## src/rtl/axil_pkg.sv

```systemverilog
// Shared constants, read-FSM state type and helpers for the AXI-Lite SRAM slave.
package axil_pkg;

  localparam logic [1:0] RESP_OKAY   = 2'b00;
  localparam logic [1:0] RESP_SLVERR = 2'b10;

  typedef enum logic [1:0] {
    R_IDLE = 2'd0,
    R_WAIT = 2'd1,
    R_RESP = 2'd2
  } rd_state_t;

  function automatic int clog2(input int value);
    int result;
    int rem;
    result = 0;
    rem    = value - 1;
    while (rem > 0) begin
      result++;
      rem = rem >> 1;
    end
    return result;
  endfunction

  // Test hooks override the decode; forced error wins over forced success.
  function automatic logic [1:0] resp_sel(input logic force_err, input logic force_ok,
                                          input logic bad);
    if (force_err) return RESP_SLVERR;
    if (force_ok)  return RESP_OKAY;
    return bad ? RESP_SLVERR : RESP_OKAY;
  endfunction

endpackage

```

## src/rtl/axil_sram_slave_if.sv

```systemverilog
// AXI-Lite bus bundle between the sort engine master and the SRAM slave.
interface axil_sram_slave_if #(
  parameter int ADDR_WDTH = 10,
  parameter int DATA_WDTH = 32,
  parameter int RESP_WDTH = 2
);
  logic                   ar_valid;
  logic                   ar_ready;
  logic [ADDR_WDTH-1:0]   ar_address;
  logic                   r_valid;
  logic                   r_ready;
  logic [DATA_WDTH-1:0]   r_data;
  logic [RESP_WDTH-1:0]   r_resp;
  logic                   aw_valid;
  logic                   aw_ready;
  logic [ADDR_WDTH-1:0]   aw_address;
  logic                   w_valid;
  logic                   w_ready;
  logic [DATA_WDTH-1:0]   w_data;
  logic [DATA_WDTH/8-1:0] w_strb;
  logic                   b_valid;
  logic                   b_ready;
  logic [RESP_WDTH-1:0]   b_resp;

  modport slave (
    input  ar_valid, ar_address, r_ready, aw_valid, aw_address,
           w_valid, w_data, w_strb, b_ready,
    output ar_ready, r_valid, r_data, r_resp, aw_ready, w_ready, b_valid, b_resp
  );

  modport master (
    output ar_valid, ar_address, r_ready, aw_valid, aw_address,
           w_valid, w_data, w_strb, b_ready,
    input  ar_ready, r_valid, r_data, r_resp, aw_ready, w_ready, b_valid, b_resp
  );
endinterface

```

## src/rtl/axil_sram_array.sv

```systemverilog
// DEPTH x DATA_WDTH storage split into byte lanes: byte-enable write, registered read.
module axil_sram_array #(
  parameter int DATA_WDTH = 32,
  parameter int DEPTH     = 64,
  parameter int IDX_W     = 6
) (
  input  logic                   clk,
  input  logic                   wr_en,
  input  logic [IDX_W-1:0]       wr_idx,
  input  logic [DATA_WDTH-1:0]   wr_data,
  input  logic [DATA_WDTH/8-1:0] wr_strb,
  input  logic                   rd_en,
  input  logic [IDX_W-1:0]       rd_idx,
  output logic [DATA_WDTH-1:0]   rd_data
);

  genvar gi;
  generate
    for (gi = 0; gi < DATA_WDTH / 8; gi++) begin : g_lane
      logic [7:0] lane_mem [DEPTH];
      logic [7:0] lane_rd_reg;

      // Read-before-write: a same-cycle read of the written word sees old data.
      always_ff @(posedge clk) begin
        if (wr_en && wr_strb[gi]) begin
          lane_mem[wr_idx] <= wr_data[gi*8 +: 8];
        end
        if (rd_en) begin
          lane_rd_reg <= lane_mem[rd_idx];
        end
      end

      assign rd_data[gi*8 +: 8] = lane_rd_reg;
    end
  endgenerate

endmodule

```

## src/rtl/axil_sram_slave.sv

```systemverilog
// AXI-Lite slave memory with independent AW/W capture, byte strobes,
// address-decode errors and a configurable read latency.
module axil_sram_slave
  import axil_pkg::*;
#(
  parameter int ADDR_WDTH  = 10,
  parameter int DATA_WDTH  = 32,
  parameter int DEPTH      = 64,
  parameter int RD_LATENCY = 1,
  parameter int RESP_WDTH  = 2
) (
  input  logic clk,
  input  logic rst,
  input  logic always_success,
  input  logic always_error,
  axil_sram_slave_if.slave bus
);

  localparam int BYTES = DATA_WDTH / 8;
  localparam int OFF_W = clog2(BYTES);
  localparam int IDX_W = (clog2(DEPTH) < 1) ? 1 : clog2(DEPTH);
  localparam logic [ADDR_WDTH-1:0] OFF_MASK = ADDR_WDTH'((1 << OFF_W) - 1);
  localparam logic [1:0] LAT_LAST = 2'((RD_LATENCY >= 2) ? RD_LATENCY - 2 : 0);

  function automatic logic addr_bad(input logic [ADDR_WDTH-1:0] addr);
    logic [ADDR_WDTH-1:0] word;
    word = addr >> OFF_W;
    return ((addr & OFF_MASK) != '0) || (int'(word) >= DEPTH);
  endfunction

  // Readies stay low until the first clock after reset release.
  logic alive_reg;

  logic                 aw_held_reg;
  logic [ADDR_WDTH-1:0] aw_addr_reg;
  logic                 w_held_reg;
  logic [DATA_WDTH-1:0] w_data_reg;
  logic [BYTES-1:0]     w_strb_reg;
  logic                 b_valid_reg;
  logic [RESP_WDTH-1:0] b_resp_reg;

  rd_state_t            state_reg, state_next;
  logic [1:0]           cnt_reg, cnt_next;
  logic                 rd_bad_reg;
  logic [RESP_WDTH-1:0] rd_resp_reg;

  logic                 aw_hs, w_hs, ar_hs, commit, wr_bad, wr_en;
  logic [DATA_WDTH-1:0] rd_data;

  assign aw_hs  = bus.aw_valid && bus.aw_ready;
  assign w_hs   = bus.w_valid && bus.w_ready;
  assign ar_hs  = bus.ar_valid && bus.ar_ready;
  assign commit = aw_held_reg && w_held_reg && !b_valid_reg;
  assign wr_bad = addr_bad(aw_addr_reg);
  assign wr_en  = commit && !wr_bad && !always_error;

  always_ff @(posedge clk or posedge rst) begin
    if (rst) begin
      alive_reg <= 1'b0;
    end else begin
      alive_reg <= 1'b1;
    end
  end

  always_ff @(posedge clk or posedge rst) begin
    if (rst) begin
      aw_held_reg <= 1'b0;
      aw_addr_reg <= '0;
      w_held_reg  <= 1'b0;
      w_data_reg  <= '0;
      w_strb_reg  <= '0;
      b_valid_reg <= 1'b0;
      b_resp_reg  <= RESP_WDTH'(RESP_OKAY);
    end else begin
      if (commit) begin
        aw_held_reg <= 1'b0;
        w_held_reg  <= 1'b0;
        b_valid_reg <= 1'b1;
        b_resp_reg  <= RESP_WDTH'(resp_sel(always_error, always_success, wr_bad));
      end else if (b_valid_reg && bus.b_ready) begin
        b_valid_reg <= 1'b0;
      end
      // Ready is low while a hold is full, so capture never collides with commit.
      if (aw_hs) begin
        aw_held_reg <= 1'b1;
        aw_addr_reg <= bus.aw_address;
      end
      if (w_hs) begin
        w_held_reg <= 1'b1;
        w_data_reg <= bus.w_data;
        w_strb_reg <= bus.w_strb;
      end
    end
  end

  always_ff @(posedge clk or posedge rst) begin
    if (rst) begin
      state_reg   <= R_IDLE;
      cnt_reg     <= '0;
      rd_bad_reg  <= 1'b0;
      rd_resp_reg <= RESP_WDTH'(RESP_OKAY);
    end else begin
      state_reg <= state_next;
      cnt_reg   <= cnt_next;
      if (ar_hs) begin
        rd_bad_reg  <= addr_bad(bus.ar_address);
        rd_resp_reg <= RESP_WDTH'(resp_sel(always_error, always_success,
                                           addr_bad(bus.ar_address)));
      end
    end
  end

  always_comb begin
    state_next = state_reg;
    cnt_next   = cnt_reg;
    case (state_reg)
      R_IDLE: begin
        if (ar_hs) begin
          cnt_next   = '0;
          state_next = (RD_LATENCY > 1) ? R_WAIT : R_RESP;
        end
      end
      R_WAIT: begin
        if (cnt_reg == LAT_LAST) begin
          state_next = R_RESP;
        end else begin
          cnt_next = cnt_reg + 2'd1;
        end
      end
      R_RESP: begin
        if (bus.r_ready) begin
          state_next = R_IDLE;
        end
      end
      default: state_next = R_IDLE;
    endcase
  end

  // The array output register only reloads on an AR handshake, so r_data holds.
  axil_sram_array #(
    .DATA_WDTH (DATA_WDTH),
    .DEPTH     (DEPTH),
    .IDX_W     (IDX_W)
  ) u_array (
    .clk     (clk),
    .wr_en   (wr_en),
    .wr_idx  (IDX_W'(aw_addr_reg >> OFF_W)),
    .wr_data (w_data_reg),
    .wr_strb (w_strb_reg),
    .rd_en   (ar_hs),
    .rd_idx  (IDX_W'(bus.ar_address >> OFF_W)),
    .rd_data (rd_data)
  );

  assign bus.ar_ready = alive_reg && (state_reg == R_IDLE);
  assign bus.aw_ready = alive_reg && !aw_held_reg;
  assign bus.w_ready  = alive_reg && !w_held_reg;
  assign bus.r_valid  = (state_reg == R_RESP);
  assign bus.r_data   = ((state_reg == R_RESP) && !rd_bad_reg) ? rd_data : '0;
  assign bus.r_resp   = rd_resp_reg;
  assign bus.b_valid  = b_valid_reg;
  assign bus.b_resp   = b_resp_reg;

endmodule

```

## src/flat_wrapper.sv

```systemverilog
// flat-port wrapper written by rule: the top's interface ports become plain ports
module axil_sram_slave_flat import axil_pkg::*;
#(
  parameter int ADDR_WDTH  = 10,
  parameter int DATA_WDTH  = 32,
  parameter int DEPTH      = 64,
  parameter int RD_LATENCY = 1,
  parameter int RESP_WDTH  = 2
)
  (clk, rst, always_success, always_error, bus_ar_valid, bus_ar_address, bus_r_ready, bus_aw_valid, bus_aw_address, bus_w_valid, bus_w_data, bus_w_strb, bus_b_ready, bus_ar_ready, bus_r_valid, bus_r_data, bus_r_resp, bus_aw_ready, bus_w_ready, bus_b_valid, bus_b_resp);
  axil_sram_slave_if #(.ADDR_WDTH(ADDR_WDTH), .DATA_WDTH(DATA_WDTH), .RESP_WDTH(RESP_WDTH)) bus_i ();
  input  logic clk;
  input  logic rst;
  input  logic always_success;
  input  logic always_error;
  input wire logic [$bits(bus_i.ar_valid)-1:0] bus_ar_valid;
  input wire logic [$bits(bus_i.ar_address)-1:0] bus_ar_address;
  input wire logic [$bits(bus_i.r_ready)-1:0] bus_r_ready;
  input wire logic [$bits(bus_i.aw_valid)-1:0] bus_aw_valid;
  input wire logic [$bits(bus_i.aw_address)-1:0] bus_aw_address;
  input wire logic [$bits(bus_i.w_valid)-1:0] bus_w_valid;
  input wire logic [$bits(bus_i.w_data)-1:0] bus_w_data;
  input wire logic [$bits(bus_i.w_strb)-1:0] bus_w_strb;
  input wire logic [$bits(bus_i.b_ready)-1:0] bus_b_ready;
  output wire logic [$bits(bus_i.ar_ready)-1:0] bus_ar_ready;
  output wire logic [$bits(bus_i.r_valid)-1:0] bus_r_valid;
  output wire logic [$bits(bus_i.r_data)-1:0] bus_r_data;
  output wire logic [$bits(bus_i.r_resp)-1:0] bus_r_resp;
  output wire logic [$bits(bus_i.aw_ready)-1:0] bus_aw_ready;
  output wire logic [$bits(bus_i.w_ready)-1:0] bus_w_ready;
  output wire logic [$bits(bus_i.b_valid)-1:0] bus_b_valid;
  output wire logic [$bits(bus_i.b_resp)-1:0] bus_b_resp;
  assign bus_i.ar_valid = bus_ar_valid;
  assign bus_i.ar_address = bus_ar_address;
  assign bus_i.r_ready = bus_r_ready;
  assign bus_i.aw_valid = bus_aw_valid;
  assign bus_i.aw_address = bus_aw_address;
  assign bus_i.w_valid = bus_w_valid;
  assign bus_i.w_data = bus_w_data;
  assign bus_i.w_strb = bus_w_strb;
  assign bus_i.b_ready = bus_b_ready;
  assign bus_ar_ready = bus_i.ar_ready;
  assign bus_r_valid = bus_i.r_valid;
  assign bus_r_data = bus_i.r_data;
  assign bus_r_resp = bus_i.r_resp;
  assign bus_aw_ready = bus_i.aw_ready;
  assign bus_w_ready = bus_i.w_ready;
  assign bus_b_valid = bus_i.b_valid;
  assign bus_b_resp = bus_i.b_resp;
  axil_sram_slave #(.ADDR_WDTH(ADDR_WDTH), .DATA_WDTH(DATA_WDTH), .DEPTH(DEPTH), .RD_LATENCY(RD_LATENCY), .RESP_WDTH(RESP_WDTH)) u_core (.clk(clk), .rst(rst), .always_success(always_success), .always_error(always_error), .bus(bus_i));
endmodule
```

## config.mk

```make
export PLATFORM = sky130hd
export DESIGN_NAME = axil_sram_slave_flat
export DESIGN_NICKNAME = d
export VERILOG_FILES = /design/src/rtl/axil_pkg.sv /design/src/rtl/axil_sram_slave_if.sv /design/src/rtl/axil_sram_array.sv /design/src/rtl/axil_sram_slave.sv /design/src/flat_wrapper.sv
export SDC_FILE = /design/constraint.sdc
export NUM_CORES = 2
export LEC_CHECK = 0
export ABC_AREA = 1
export CORE_MARGIN = 2
export CORE_UTILIZATION = 50
export CTS_CLUSTER_SIZE = 20
export DETAILED_ROUTE_END_ITERATION = 7
export PLACE_DENSITY = 0.66
export SLEW_MARGIN = 20
export SYNTH_ARGS = -nofsm -noshare
export SYNTH_HDL_FRONTEND = slang
export SYNTH_SLANG_ARGS = --single-unit
```

## constraint.sdc

```tcl
create_clock -name clk -period 3.8 [get_ports clk]
set_input_delay 0.76 -clock clk [delete_from_list [all_inputs] [get_ports clk]]
set_output_delay 0.76 -clock clk [all_outputs]
set_load 0.02 [all_outputs]
```

==> flow_summary.toml <==
[final_layout]
largest_reg_flops = 2048
final_cell_area_mm2 = 0.0979
fillers = 13800
area_growth_pct = 13.2
final_nets = 7553
layout-drive-gt1-share_pct = 9.73

[sta]
tightest_slew_ns = 1.22
setup_violations = 0
setup_tns_ns = 0
hold_viol_final = 0
rsz0062_at_grt = "no"
max_freq_mhz = 291
fin_skew_ns = 0.0277
final.period_utilization_pct = 90.4
final_max_slew_viol_count = 0
min_period_ns = 3.43
slew_headroom_pct = 18.4

[synth]
synth_top_area_share_pct = 72.3
syn_area_mm2 = 0.0864
synth_cells = 7292
synthTopCellsByArea = "edfxtp_1 72%, nand3_1 11%, nand2_1 10%"
syn_area_per_cell_um2 = 11.9
ys_seq_area_share_pct = 73.8
yosysTopAreaCell = "edfxtp_1"
ys_warn_count = 0
ys_types = 21
ys_ff_latch = 2134

[route]
num_vias = 58200
viasPerCell = 5.83
remaining_drc_errors = 230
wl_per_cell_um = 24.9
dr.first_iter.drc_count = 7767
drtAntennaViolNets = 0
routed_wl_um = 248000
firstDrtPassIters = 8

[run_status]
status = "complete, but fails checks"
violations = "DRC"

[clock_network]
cts_root_buf = "clkbuf_16"
cts_max_level = 4
clockBufferDepth = 3
clkSlewWorstSetupHoldPaths_ns = 0.06
numCtsBuffers = 204
post-cts-setup-buffers = 0
cts_sinks = 2134
clock_latency_ns = 0.85
cts_tree = "done"

[die]
core-area_mm2 = 0.172
ios = 106
die_y_um = 420
dieWidth_um = 420
rows = 152
dieArea_mm2 = 0.176
start_util_pct = 50.3

[placed_design]
port_buffers = 103
finalWeightedCongestion = 0.884
post_dp_cell_area_mm2 = 0.0914
hpwl_um = 150000

[power_and_ir_drop]
total_power_uw = 57900
power_density_mw_per_mm2 = 592
power_leakage_uw = 0.0349
irDropWorstVdd_mv = 0.904

[global_route]
grt_usage_pct = 28.0
grt_max_degree = 173
grt_pass1_vias = 54800
grt_first_pass_wirelength_um = 359000
grt-ovfl-total = 0
antenna_found_initial = 9

[critical_path]
r2r_cells = 4
worstPathArrival_ns = 2.67
path_class = "reg -> out"
worstPathRequired_ns = 3.04
cp_slowest_stage_delay_ns = 0.67
crit_fanout = 32
start_kind = "register"
critPathSlowestCell = "clkdlybuf4s50_1"
cp-startpoint = "u_core.state_reg[1]"
endpoint_kind = "output port"
path_cells = "nand2_4 > nor2_1 > clkdlybuf4s50_1"
r2r-start = "u_core.aw_addr_reg[7]"

[hold_path]
hold_path.class = "in -> async"

[run]
max-cap-violations = 0
## timing repair
item | in CTS | in global routing
hold buffers | 0 | 0
hold endpoints to repair | 0 | 0
gates resized for setup | 0 | 1
endpoints found under the setup margin | 0 | 17
## area by class of cell
class	count	area [um2]	share of cell area (%)
sequential	2134	63900	65.3
multi-input combinational	4627	20100	20.5
clock buffer	263	5460	5.58
timing repair buffer	467	4290	4.38
tap	2310	2890	2.95
clock inverter	114	1030	1.05
inverter	54	236	0.242
antenna	7	17.5	0.0179
## stage by stage
| step | std cells | worst slack (ns) | utilization [%] | hold WS [ns] |
|---|---|---|---|---|
| final | 9976 | 0.366 | 57.0 | 0.411 |
| after global routing | 9969 | 0.234 | 57.0 | 0.466 |
| after CTS | 9969 | 0.0176 | 57.0 | 0.409 |
| after detailed placement | 9592 | 0.577 | 53.2 | 0.483 |
| after global placement | 9592 | 0.579 | 53.2 | 0.470 |
| after floorplan | 7293 | 1.66 | - | 0.480 |
## synthesized netlist by cell type
library cell	count
a21oi_1	8
buf_1	63
buf_2	266
buf_4	45
buf_6	5
clkbuf_1	99
conb_1	2
dfrtp_1	54
edfxtp_1	2080
inv_1	51
inv_2	2
inv_4	1
mux2_2	40
nand2_1	2371
nand2_2	4
nand3_1	1875
nor2_1	301
nor3_1	16
nor3_2	1
nor3_4	1
o21ai_0	7
## worst max-delay path: cells and delay by family (launching register included)
kind                   cells  cell delay [ns]
buffers and inverters      1             0.67
and+or+nand+nor            2             0.58
DFF                        1             0.55
## per-layer routing
metal  track usage (%)  up-vias  wire length [um]
li1                  -    26100                 -
met1              38.1    28300             95800
met2              42.0     3245            111000
met3              5.95      566             26300
met4              15.7       14             15000
met5             0.472        -               182
## cells by family after synthesis
family / synth area share (%)
simple gates: 22.6
flops: 73.8
buf+inv: 2.94
mux: 0.521
compound gates: 0.0869
other cells: 0.00869
## layout by cell type (no fill, tap or decap), types with 8 or more instances in the layout
cell | synthesis | layout
clkinv_2 | 0 | 36
nor2_1 | 301 | 301
dfrtp_2 | 0 | 29
buf_4 | 45 | 324
nand2_1 | 2371 | 2369
clkbuf_8 | 0 | 9
clkdlybuf4s50_1 | 0 | 97
clkinv_1 | 0 | 42
clkbuf_1 | 99 | 48
inv_1 | 51 | 46
clkbuf_16 | 0 | 206
edfxtp_1 | 2080 | 2080
buf_12 | 0 | 41
nor3_1 | 16 | 16
bufinv_16 | 0 | 14
mux2_2 | 40 | 40
nand3_1 | 1875 | 1875
a21oi_1 | 8 | 8
dfrtp_1 | 54 | 22
## path summary, 6_finish.rpt
path	endpoint	slack [ns]
setup / recovery	bus_r_data[31]	0.37
hold / removal	u_core.w_data_reg[22]	0.41
setup reg to reg	u_core.u_array.g_lane[0].lane_mem[40][6]	0.49
hold reg to reg	u_core.bus.r_resp[1]	0.49
max in group asynchronous	u_core.w_strb_reg[1]	2.67
min in group clk	u_core.bus.b_valid	0.47
## power breakdown
part | internal, uW | switching, uW
sequential | 29600 | 2750
combinational | 1280 | 4570
clock | 11100 | 8680
(Power assumes the default switching activity.)
